==> src/rtl/ysyx_23060201_mem_arbiter_if.sv <==
// Bus bundle between the IFU/LSU masters, the arbiter and the memory port.
// slave: arbiter view (masters and memory drive it); master: environment view.
interface ysyx_23060201_mem_arbiter_if #(
  parameter int ADDR_W = 32,
  parameter int DATA_W = 32
);
  logic              ifu_req_valid;
  logic              ifu_req_ready;
  logic [ADDR_W-1:0] ifu_addr;
  logic              ifu_rsp_valid;
  logic [DATA_W-1:0] ifu_rdata;

  logic                lsu_req_valid;
  logic                lsu_req_ready;
  logic [ADDR_W-1:0]   lsu_addr;
  logic                lsu_wen;
  logic [DATA_W-1:0]   lsu_wdata;
  logic [DATA_W/8-1:0] lsu_wmask;
  logic                lsu_rsp_valid;
  logic [DATA_W-1:0]   lsu_rdata;

  logic                mem_req_valid;
  logic                mem_req_ready;
  logic [ADDR_W-1:0]   mem_addr;
  logic                mem_wen;
  logic [DATA_W-1:0]   mem_wdata;
  logic [DATA_W/8-1:0] mem_wmask;
  logic                mem_rsp_valid;
  logic [DATA_W-1:0]   mem_rdata;

  modport slave (
    input  ifu_req_valid, ifu_addr,
    output ifu_req_ready, ifu_rsp_valid, ifu_rdata,
    input  lsu_req_valid, lsu_addr, lsu_wen,
    input  lsu_wdata, lsu_wmask,
    output lsu_req_ready, lsu_rsp_valid, lsu_rdata,
    output mem_req_valid, mem_addr, mem_wen,
    output mem_wdata, mem_wmask,
    input  mem_req_ready, mem_rsp_valid, mem_rdata
  );

  modport master (
    output ifu_req_valid, ifu_addr,
    input  ifu_req_ready, ifu_rsp_valid, ifu_rdata,
    output lsu_req_valid, lsu_addr, lsu_wen,
    output lsu_wdata, lsu_wmask,
    input  lsu_req_ready, lsu_rsp_valid, lsu_rdata,
    input  mem_req_valid, mem_addr, mem_wen,
    input  mem_wdata, mem_wmask,
    output mem_req_ready, mem_rsp_valid, mem_rdata
  );
endinterface

==> src/rtl/ysyx_23060201_mem_arbiter.sv <==
// Round-robin IFU/LSU arbiter onto the single memory port, one txn in flight.
// Ports: clk, rst (async high), bus (slave modport), busy, owner (0=IFU).
module ysyx_23060201_mem_arbiter #(
  parameter int ADDR_W = 32,
  parameter int DATA_W = 32
) (
  input  logic clk,
  input  logic rst,
  ysyx_23060201_mem_arbiter_if.slave bus,
  output logic busy,
  output logic owner
);
  localparam logic [1:0] S_IDLE = 2'd0;
  localparam logic [1:0] S_REQ  = 2'd1;
  localparam logic [1:0] S_WAIT = 2'd2;

  logic [1:0]          r_state;
  logic                r_owner;
  logic                r_last;
  logic [ADDR_W-1:0]   r_addr;
  logic                r_wen;
  logic [DATA_W-1:0]   r_wdata;
  logic [DATA_W/8-1:0] r_wmask;
  logic                r_ifu_rsp;
  logic                r_lsu_rsp;
  logic [DATA_W-1:0]   r_ifu_rdata;
  logic [DATA_W-1:0]   r_lsu_rdata;

  logic w_idle;
  logic w_gnt_lsu;
  logic w_acc;

  assign w_idle = (r_state == S_IDLE);

  // LSU wins when alone, or on conflict when IFU owned the last txn.
  assign w_gnt_lsu = bus.lsu_req_valid &
                     (~bus.ifu_req_valid | ~r_last);
  assign w_acc = w_idle &
                 (bus.ifu_req_valid | bus.lsu_req_valid);

  assign bus.ifu_req_ready = w_idle & bus.ifu_req_valid &
                             ~w_gnt_lsu;
  assign bus.lsu_req_ready = w_idle & w_gnt_lsu;

  assign bus.mem_req_valid = (r_state == S_REQ);
  assign bus.mem_addr      = r_addr;
  assign bus.mem_wen       = r_wen;
  assign bus.mem_wdata     = r_wdata;
  assign bus.mem_wmask     = r_wmask;

  assign bus.ifu_rsp_valid = r_ifu_rsp;
  assign bus.ifu_rdata     = r_ifu_rdata;
  assign bus.lsu_rsp_valid = r_lsu_rsp;
  assign bus.lsu_rdata     = r_lsu_rdata;

  assign busy  = ~w_idle;
  assign owner = r_owner;

  always_ff @(posedge clk or posedge rst) begin
    if (rst) begin
      r_state     <= S_IDLE;
      r_owner     <= 1'b0;
      r_last      <= 1'b1;
      r_addr      <= '0;
      r_wen       <= 1'b0;
      r_wdata     <= '0;
      r_wmask     <= '0;
      r_ifu_rsp   <= 1'b0;
      r_lsu_rsp   <= 1'b0;
      r_ifu_rdata <= '0;
      r_lsu_rdata <= '0;
    end else begin
      r_ifu_rsp <= 1'b0;
      r_lsu_rsp <= 1'b0;
      case (r_state)
        S_IDLE: begin
          if (w_acc) begin
            // IFU is read-only: write fields forced to zero.
            r_addr  <= w_gnt_lsu ? bus.lsu_addr : bus.ifu_addr;
            r_wen   <= w_gnt_lsu & bus.lsu_wen;
            r_wdata <= w_gnt_lsu ? bus.lsu_wdata : '0;
            r_wmask <= w_gnt_lsu ? bus.lsu_wmask : '0;
            r_owner <= w_gnt_lsu;
            r_last  <= w_gnt_lsu;
            r_state <= S_REQ;
          end
        end
        S_REQ: begin
          if (bus.mem_req_ready) r_state <= S_WAIT;
        end
        S_WAIT: begin
          if (bus.mem_rsp_valid) begin
            if (r_owner) begin
              r_lsu_rdata <= bus.mem_rdata;
              r_lsu_rsp   <= 1'b1;
            end else begin
              r_ifu_rdata <= bus.mem_rdata;
              r_ifu_rsp   <= 1'b1;
            end
            r_state <= S_IDLE;
          end
        end
        default: r_state <= S_IDLE;
      endcase
    end
  end
endmodule

==> src/flat_wrapper.sv <==
// flat-port wrapper written by rule: the top's interface ports become plain ports
module ysyx_23060201_mem_arbiter_flat 
#(
  parameter int ADDR_W = 32,
  parameter int DATA_W = 32
)
  (clk, rst, busy, owner, bus_ifu_req_valid, bus_ifu_addr, bus_ifu_req_ready, bus_ifu_rsp_valid, bus_ifu_rdata, bus_lsu_req_valid, bus_lsu_addr, bus_lsu_wen, bus_lsu_wdata, bus_lsu_wmask, bus_lsu_req_ready, bus_lsu_rsp_valid, bus_lsu_rdata, bus_mem_req_valid, bus_mem_addr, bus_mem_wen, bus_mem_wdata, bus_mem_wmask, bus_mem_req_ready, bus_mem_rsp_valid, bus_mem_rdata);
  ysyx_23060201_mem_arbiter_if #(.ADDR_W(ADDR_W), .DATA_W(DATA_W)) bus_i ();
  input  logic clk;
  input  logic rst;
  output logic busy;
  output logic owner;
  input wire logic [$bits(bus_i.ifu_req_valid)-1:0] bus_ifu_req_valid;
  input wire logic [$bits(bus_i.ifu_addr)-1:0] bus_ifu_addr;
  output wire logic [$bits(bus_i.ifu_req_ready)-1:0] bus_ifu_req_ready;
  output wire logic [$bits(bus_i.ifu_rsp_valid)-1:0] bus_ifu_rsp_valid;
  output wire logic [$bits(bus_i.ifu_rdata)-1:0] bus_ifu_rdata;
  input wire logic [$bits(bus_i.lsu_req_valid)-1:0] bus_lsu_req_valid;
  input wire logic [$bits(bus_i.lsu_addr)-1:0] bus_lsu_addr;
  input wire logic [$bits(bus_i.lsu_wen)-1:0] bus_lsu_wen;
  input wire logic [$bits(bus_i.lsu_wdata)-1:0] bus_lsu_wdata;
  input wire logic [$bits(bus_i.lsu_wmask)-1:0] bus_lsu_wmask;
  output wire logic [$bits(bus_i.lsu_req_ready)-1:0] bus_lsu_req_ready;
  output wire logic [$bits(bus_i.lsu_rsp_valid)-1:0] bus_lsu_rsp_valid;
  output wire logic [$bits(bus_i.lsu_rdata)-1:0] bus_lsu_rdata;
  output wire logic [$bits(bus_i.mem_req_valid)-1:0] bus_mem_req_valid;
  output wire logic [$bits(bus_i.mem_addr)-1:0] bus_mem_addr;
  output wire logic [$bits(bus_i.mem_wen)-1:0] bus_mem_wen;
  output wire logic [$bits(bus_i.mem_wdata)-1:0] bus_mem_wdata;
  output wire logic [$bits(bus_i.mem_wmask)-1:0] bus_mem_wmask;
  input wire logic [$bits(bus_i.mem_req_ready)-1:0] bus_mem_req_ready;
  input wire logic [$bits(bus_i.mem_rsp_valid)-1:0] bus_mem_rsp_valid;
  input wire logic [$bits(bus_i.mem_rdata)-1:0] bus_mem_rdata;
  assign bus_i.ifu_req_valid = bus_ifu_req_valid;
  assign bus_i.ifu_addr = bus_ifu_addr;
  assign bus_ifu_req_ready = bus_i.ifu_req_ready;
  assign bus_ifu_rsp_valid = bus_i.ifu_rsp_valid;
  assign bus_ifu_rdata = bus_i.ifu_rdata;
  assign bus_i.lsu_req_valid = bus_lsu_req_valid;
  assign bus_i.lsu_addr = bus_lsu_addr;
  assign bus_i.lsu_wen = bus_lsu_wen;
  assign bus_i.lsu_wdata = bus_lsu_wdata;
  assign bus_i.lsu_wmask = bus_lsu_wmask;
  assign bus_lsu_req_ready = bus_i.lsu_req_ready;
  assign bus_lsu_rsp_valid = bus_i.lsu_rsp_valid;
  assign bus_lsu_rdata = bus_i.lsu_rdata;
  assign bus_mem_req_valid = bus_i.mem_req_valid;
  assign bus_mem_addr = bus_i.mem_addr;
  assign bus_mem_wen = bus_i.mem_wen;
  assign bus_mem_wdata = bus_i.mem_wdata;
  assign bus_mem_wmask = bus_i.mem_wmask;
  assign bus_i.mem_req_ready = bus_mem_req_ready;
  assign bus_i.mem_rsp_valid = bus_mem_rsp_valid;
  assign bus_i.mem_rdata = bus_mem_rdata;
  ysyx_23060201_mem_arbiter #(.ADDR_W(ADDR_W), .DATA_W(DATA_W)) u_core (.clk(clk), .rst(rst), .bus(bus_i), .busy(busy), .owner(owner));
endmodule
==> config.mk <==
export PLATFORM = sky130hd
export DESIGN_NAME = ysyx_23060201_mem_arbiter_flat
export DESIGN_NICKNAME = d
export VERILOG_FILES = /design/src/rtl/ysyx_23060201_mem_arbiter_if.sv /design/src/rtl/ysyx_23060201_mem_arbiter.sv /design/src/flat_wrapper.sv
export SDC_FILE = /design/constraint.sdc
export NUM_CORES = 1
export LEC_CHECK = 0
export BUFFER_PORTS_ARGS = -buffer_cell sky130_fd_sc_hd__buf_2
export CORE_MARGIN = 4
export CORE_UTILIZATION = 49
export CTS_BUF_LIST = sky130_fd_sc_hd__clkbuf_16
export CTS_CLUSTER_DIAMETER = 100
export CTS_CLUSTER_SIZE = 40
export DETAILED_ROUTE_END_ITERATION = 16
export PLACE_DENSITY = 0.87
export SLEW_MARGIN = 10
export SYNTH_ARGS = -nofsm -noshare
export SYNTH_HDL_FRONTEND = slang
export SYNTH_SLANG_ARGS = --single-unit
==> constraint.sdc <==
create_clock -name clk -period 13.46 [get_ports clk]
set_input_delay 2.019 -clock clk [delete_from_list [all_inputs] [get_ports clk]]
set_output_delay 2.019 -clock clk [all_outputs]
set_load 0.03 [all_outputs]
## Yosys cells after proc, flatten, opt, wreduce, memory -nomap -nowiden

Cells that the tools add are included.

| word-level totals | value |
|---|---|
| flip-flop bits (word level) | 139 |
| bits of input ports | 139 |
| word-level logic and storage cells | 47 |

| cells by class | value |
|---|---|
| equal/unequal tests | 5 |
| muxes and demuxes | 13 |
| bitwise logic cells | 13 |
| reduce and logical (&&, ||, !) cells | 5 |

Operators by type and width:

| operator | number |
|---|---|
| $mux W32 | 2 |
| $reduce_and A3 Y1 | 3 |
| $and A1 B1 Y1 | 6 |
| $mux W1 | 6 |
| $mux W2 | 3 |
| $pmux W2 S3 | 1 |
| $not A1 Y1 | 5 |
| $mux W4 | 1 |
| $ne A2 B2 Y1 const B | 2 |
| $eq A2 B1 Y1 const B | 1 |
| $eq A2 B2 Y1 const B | 1 |
| $logic_not A2 Y1 | 1 |
| $ne A2 B1 Y1 const B | 1 |
| $or A1 B1 Y1 | 2 |
| $reduce_and A2 Y1 | 1 |

## Logic depth before layout (Yosys ltp)

| logic depth | value |
|---|---|
| depth after elaboration | 5 |
| gate-level depth with buffers | 6 |

## Worst setup path after synthesis

OpenSTA, ideal clock, no wires.

| path | value |
|---|---|
| kind | in2out |
| start point | input port bus_lsu_req_valid |
| end point | output port bus_ifu_req_ready |
| arrival | 3.038 ns |
| required time | 11.441 ns |
| slack | 8.403 ns |
| stages | 4 |
| cell sequence | a21bo_1 clkbuf_1 clkbuf_1 and3_1 |

| between the ends | value |
|---|---|
| word-level cells in the longest chain between the ends | 3 |

Ends and longest elaborated chain:

| what | RTL line | text |
|---|---|---|
| start, declared | flat_wrapper.sv:18 | `input wire logic [$bits(bus_i.lsu_req_valid)-1:0] bus_lsu_req_valid;` |
| $and A1 B1 Y1 | ysyx_23060201_mem_arbiter.sv:36 | `assign w_gnt_lsu = bus.lsu_req_valid &` |
| $not A1 Y1 | ysyx_23060201_mem_arbiter.sv:42 | `~w_gnt_lsu;` |
| $and A1 B1 Y1 | ysyx_23060201_mem_arbiter.sv:41 | `assign bus.ifu_req_ready = w_idle & bus.ifu_req_valid &` |
| end, declared | flat_wrapper.sv:15 | `output wire logic [$bits(bus_i.ifu_req_ready)-1:0] bus_ifu_req_ready;` |

No other way between the ends.

## Worst setup path in the final report

| path | value |
|---|---|
| start point | input port bus_ifu_req_valid |
| end point | output port bus_lsu_req_ready |

| between the ends | value |
|---|---|
| word-level cells in the longest chain between the ends | 4 |

Ends and longest elaborated chain:

| what | RTL line | text |
|---|---|---|
| start, declared | flat_wrapper.sv:13 | `input wire logic [$bits(bus_i.ifu_req_valid)-1:0] bus_ifu_req_valid;` |
| $not A1 Y1 | ysyx_23060201_mem_arbiter.sv:37 | `(~bus.ifu_req_valid \| ~r_last);` |
| $or A1 B1 Y1 | ysyx_23060201_mem_arbiter.sv:37 |  |
| $and A1 B1 Y1 | ysyx_23060201_mem_arbiter.sv:36 |  |
| $and A1 B1 Y1 | ysyx_23060201_mem_arbiter.sv:43 | `assign bus.lsu_req_ready = w_idle & w_gnt_lsu;` |
| end, declared | flat_wrapper.sv:23 | `output wire logic [$bits(bus_i.lsu_req_ready)-1:0] bus_lsu_req_ready;` |

No other way between the ends.

==> metrics <==
ys async rst share 1.00; clock-pin slew on the worst setup and hold paths 60 ps; Syn Nets 560; top cell type's share of synthesized area 0.639; arrival time at the worst endpoint 3700 ps; worst-path fanout max 40; hold_buf cts 0; setup TNS 0 ps; XOR/XNOR Fraction of Synth Area 0; post-synthesis mux area share 0.133; final antenna-violating net count 0; post-synthesis sequential area ratio 0.644; Cells after Synth 421; Post-Synth Adder-Cell Area 0; DIE WIDTH 113 um; unrepaired setup endpoints after global routing no; Num Clock Sinks 139; worst vdd ir 0.139 mV; reg2reg start u_core.r_state[0]$_DFFE_PP0P_; later-pin clock latency in the skew report 400 ps; CP startpoint kind primary input; first-pass GRT wire length 23700 um; Vias/cell 5.30; simple logic cell fraction of the synthesized area 0.0582; # rows 38; initial antenna violation count 0; vias in the first global route 4647; flop and latch count out of synthesis 139; I/O Buffers 278; Commonest cells post-synth dfrtp_1 (138), nand2_1 (66), mux2_2 (64); number of max-cap violations 0; Syn-to-layout area delta 38.1%; dpl ws 7760 ps; Avg Inst Size Synth 12.8 um2; Fin Clk Skew 6.06 ps; DIE AREA 12800 um2; worst r2r dst u_core.bus.mem_wdata[23]$_DFFE_PP0P_; Max-slew headroom 0.224; fin cells 846; post_cts resized 0; Synth Area in Compound Gates 0.135; TritonCTS Buffers 17; Final Max Slew Viols 0; initial core utilization 0.500; gr ovfl total 0; Final Net Count 832; class of the worst hold path flip-flop to flip-flop; Register-to-Register Path Depth 5; Worst-Margin Slew 1160 ps; Yosys top cell by area dfrtp_1; IO Count 279; Root Driver clkbuf_16; Primary FF master, synth dfrtp_1; total power 2.19 mW; Leak Pwr 3.88 nW; f_max 175 MHz; CP Class primary input to output port; n_diodes 0; Post-synth EDFFs 0; status complete, no violations; area of the core 10800 um2; DRT iter0 DRCs 287; Critical Path Sink Type output port; drt total wl 15100 um; global placer's final weighted congestion 0.868; Final Cycle Share 0.425; Pre-antenna DRT Iters 4; fill cell count 790; worst-case clock buffer depth 2; CP required 11440 ps; All-Layer GR Usage 0.236; Core Util, Final 0.691; final setup vio count 0; DRC viols 0; Hold Vio Cnt, Final 0; Area contributors post-synth dfrtp_1 (64%), mux2_2 (13%), a22o_1 (6.0%); area of the mapped netlist 5400 um2; Yosys warnings 0; die height 113 um; Period minus WS final 5720 ps; Unique masters post-synth 23; share of cells above drive strength 1 0.542; largest net degree at the start of global routing 89; R2R Setup Slk 11270 ps; via count 4486; setup ws final 7740 ps; Setup crit end bus_lsu_req_ready; most common cell in the netlist dfrtp_1; post-DR wirelength/cell 17.8 um; HPWL after DPL 10900 um; PwrDens 294 nW/um2; CTS H-tree lvls 4; Worst Setup SP bus_ifu_req_valid; largest family of logic cells by synthesized area compound AO/OA/AOI/OAI gates; CTS tree done; # Post-CTS Setup Buffers 0; DP Cell Count 814
critical path: stages:
cell	delay, ps
buf_2	130
a21bo_1	580
nor3_4	250
buf_4	420
buf_2	280
final cells by class:
cell class	instances	area, um2	area share
flip-flops and latches	139	3480	0.467
multi-input cells	246	1790	0.240
repair buffers	285	1440	0.194
clock buffers	17	425	0.0570
well taps	140	175	0.0235
clock inverters	15	125	0.0168
inverters	4	20.0	0.00268
layer usage:
| layer | global-route usage | share of wire | up-vias |
|---|---|---|---|
| li1 | - | - | 2056 |
| met1 | 0.284 | 0.38 | 2186 |
| met2 | 0.412 | 0.53 | 215 |
| met3 | 0.0567 | 0.063 | 29 |
| met4 | 0.0889 | 0.026 | 0 |
| met5 | 0 | 0 | - |
per-stage QoR:
stage	area (um2)	hold slack [ps]
finish	7460	499
global route	7460	508
CTS	7450	501
detailed placement	6900	487
global placement	6900	482
floorplan	5400	501
how the worst min path moves through the flow:
stage                                                     from  slack, ps                                   end  cells past startpoint
after floorplan                      u_core.r_last$_DFFE_PP1P_        500             u_core.r_last$_DFFE_PP1P_                      1
after global placement    u_core.bus.lsu_rdata[26]$_DFFE_PP0P_        480  u_core.bus.lsu_rdata[26]$_DFFE_PP0P_                      1
after detailed placement  u_core.bus.mem_wdata[12]$_DFFE_PP0P_        490  u_core.bus.mem_wdata[12]$_DFFE_PP0P_                      1
after CTS                 u_core.bus.lsu_rdata[24]$_DFFE_PP0P_        500  u_core.bus.lsu_rdata[24]$_DFFE_PP0P_                      1
after global routing      u_core.bus.lsu_rdata[24]$_DFFE_PP0P_        510  u_core.bus.lsu_rdata[24]$_DFFE_PP0P_                      1
final                      u_core.bus.lsu_rdata[1]$_DFFE_PP0P_        500   u_core.bus.lsu_rdata[1]$_DFFE_PP0P_                      1
report_power, final:
part / internal, mW / switching, mW / total (mW)
logic: 0.331 / 0.692 / 1.02
clock network: 0.253 / 0.178 / 0.431
registers: 0.623 / 0.114 / 0.736
total: 1.21 / 0.984 / 2.19
state kept, by name, summed over array words and instances, names as in the netlist:
register and flops:
u_core.bus.mem_wen 1, u_core.bus.mem_wdata 32, u_core.r_last 1, u_core.bus.ifu_rsp_valid 1, u_core.bus.ifu_rdata 32, u_core.bus.lsu_rsp_valid 1
u_core.bus.mem_addr 32, u_core.bus.lsu_rdata 32, u_core.r_state 2, u_core.bus.mem_wmask 4, u_core.owner 1
cell usage in the layout (no fill, tap or decap), drive strengths merged, types with 2 or more instances in the layout:
master    Yosys  routed
a21o          2       2
clkinv        0       2
inv           4      10
a21oi        32      32
clkbuf       19      17
dfrtp       138     138
buf          13     285
mux2         64      64
o21ai         2       2
clkinvlp      0       6
nand2        66      66
a31oi        32      32
a22o         37      37
nand2b        2       2
logic make-up (layout without fill, tap and decap cells):
kind of cell,count (synthesis),in the layout
AOI/OAI and AO/OA,107,107
buffers and inverters,36,321
DFF,139,139
muxes,64,64
and+or+nand+nor,75,75
Note: power is estimated with default switching activity, not from simulation.
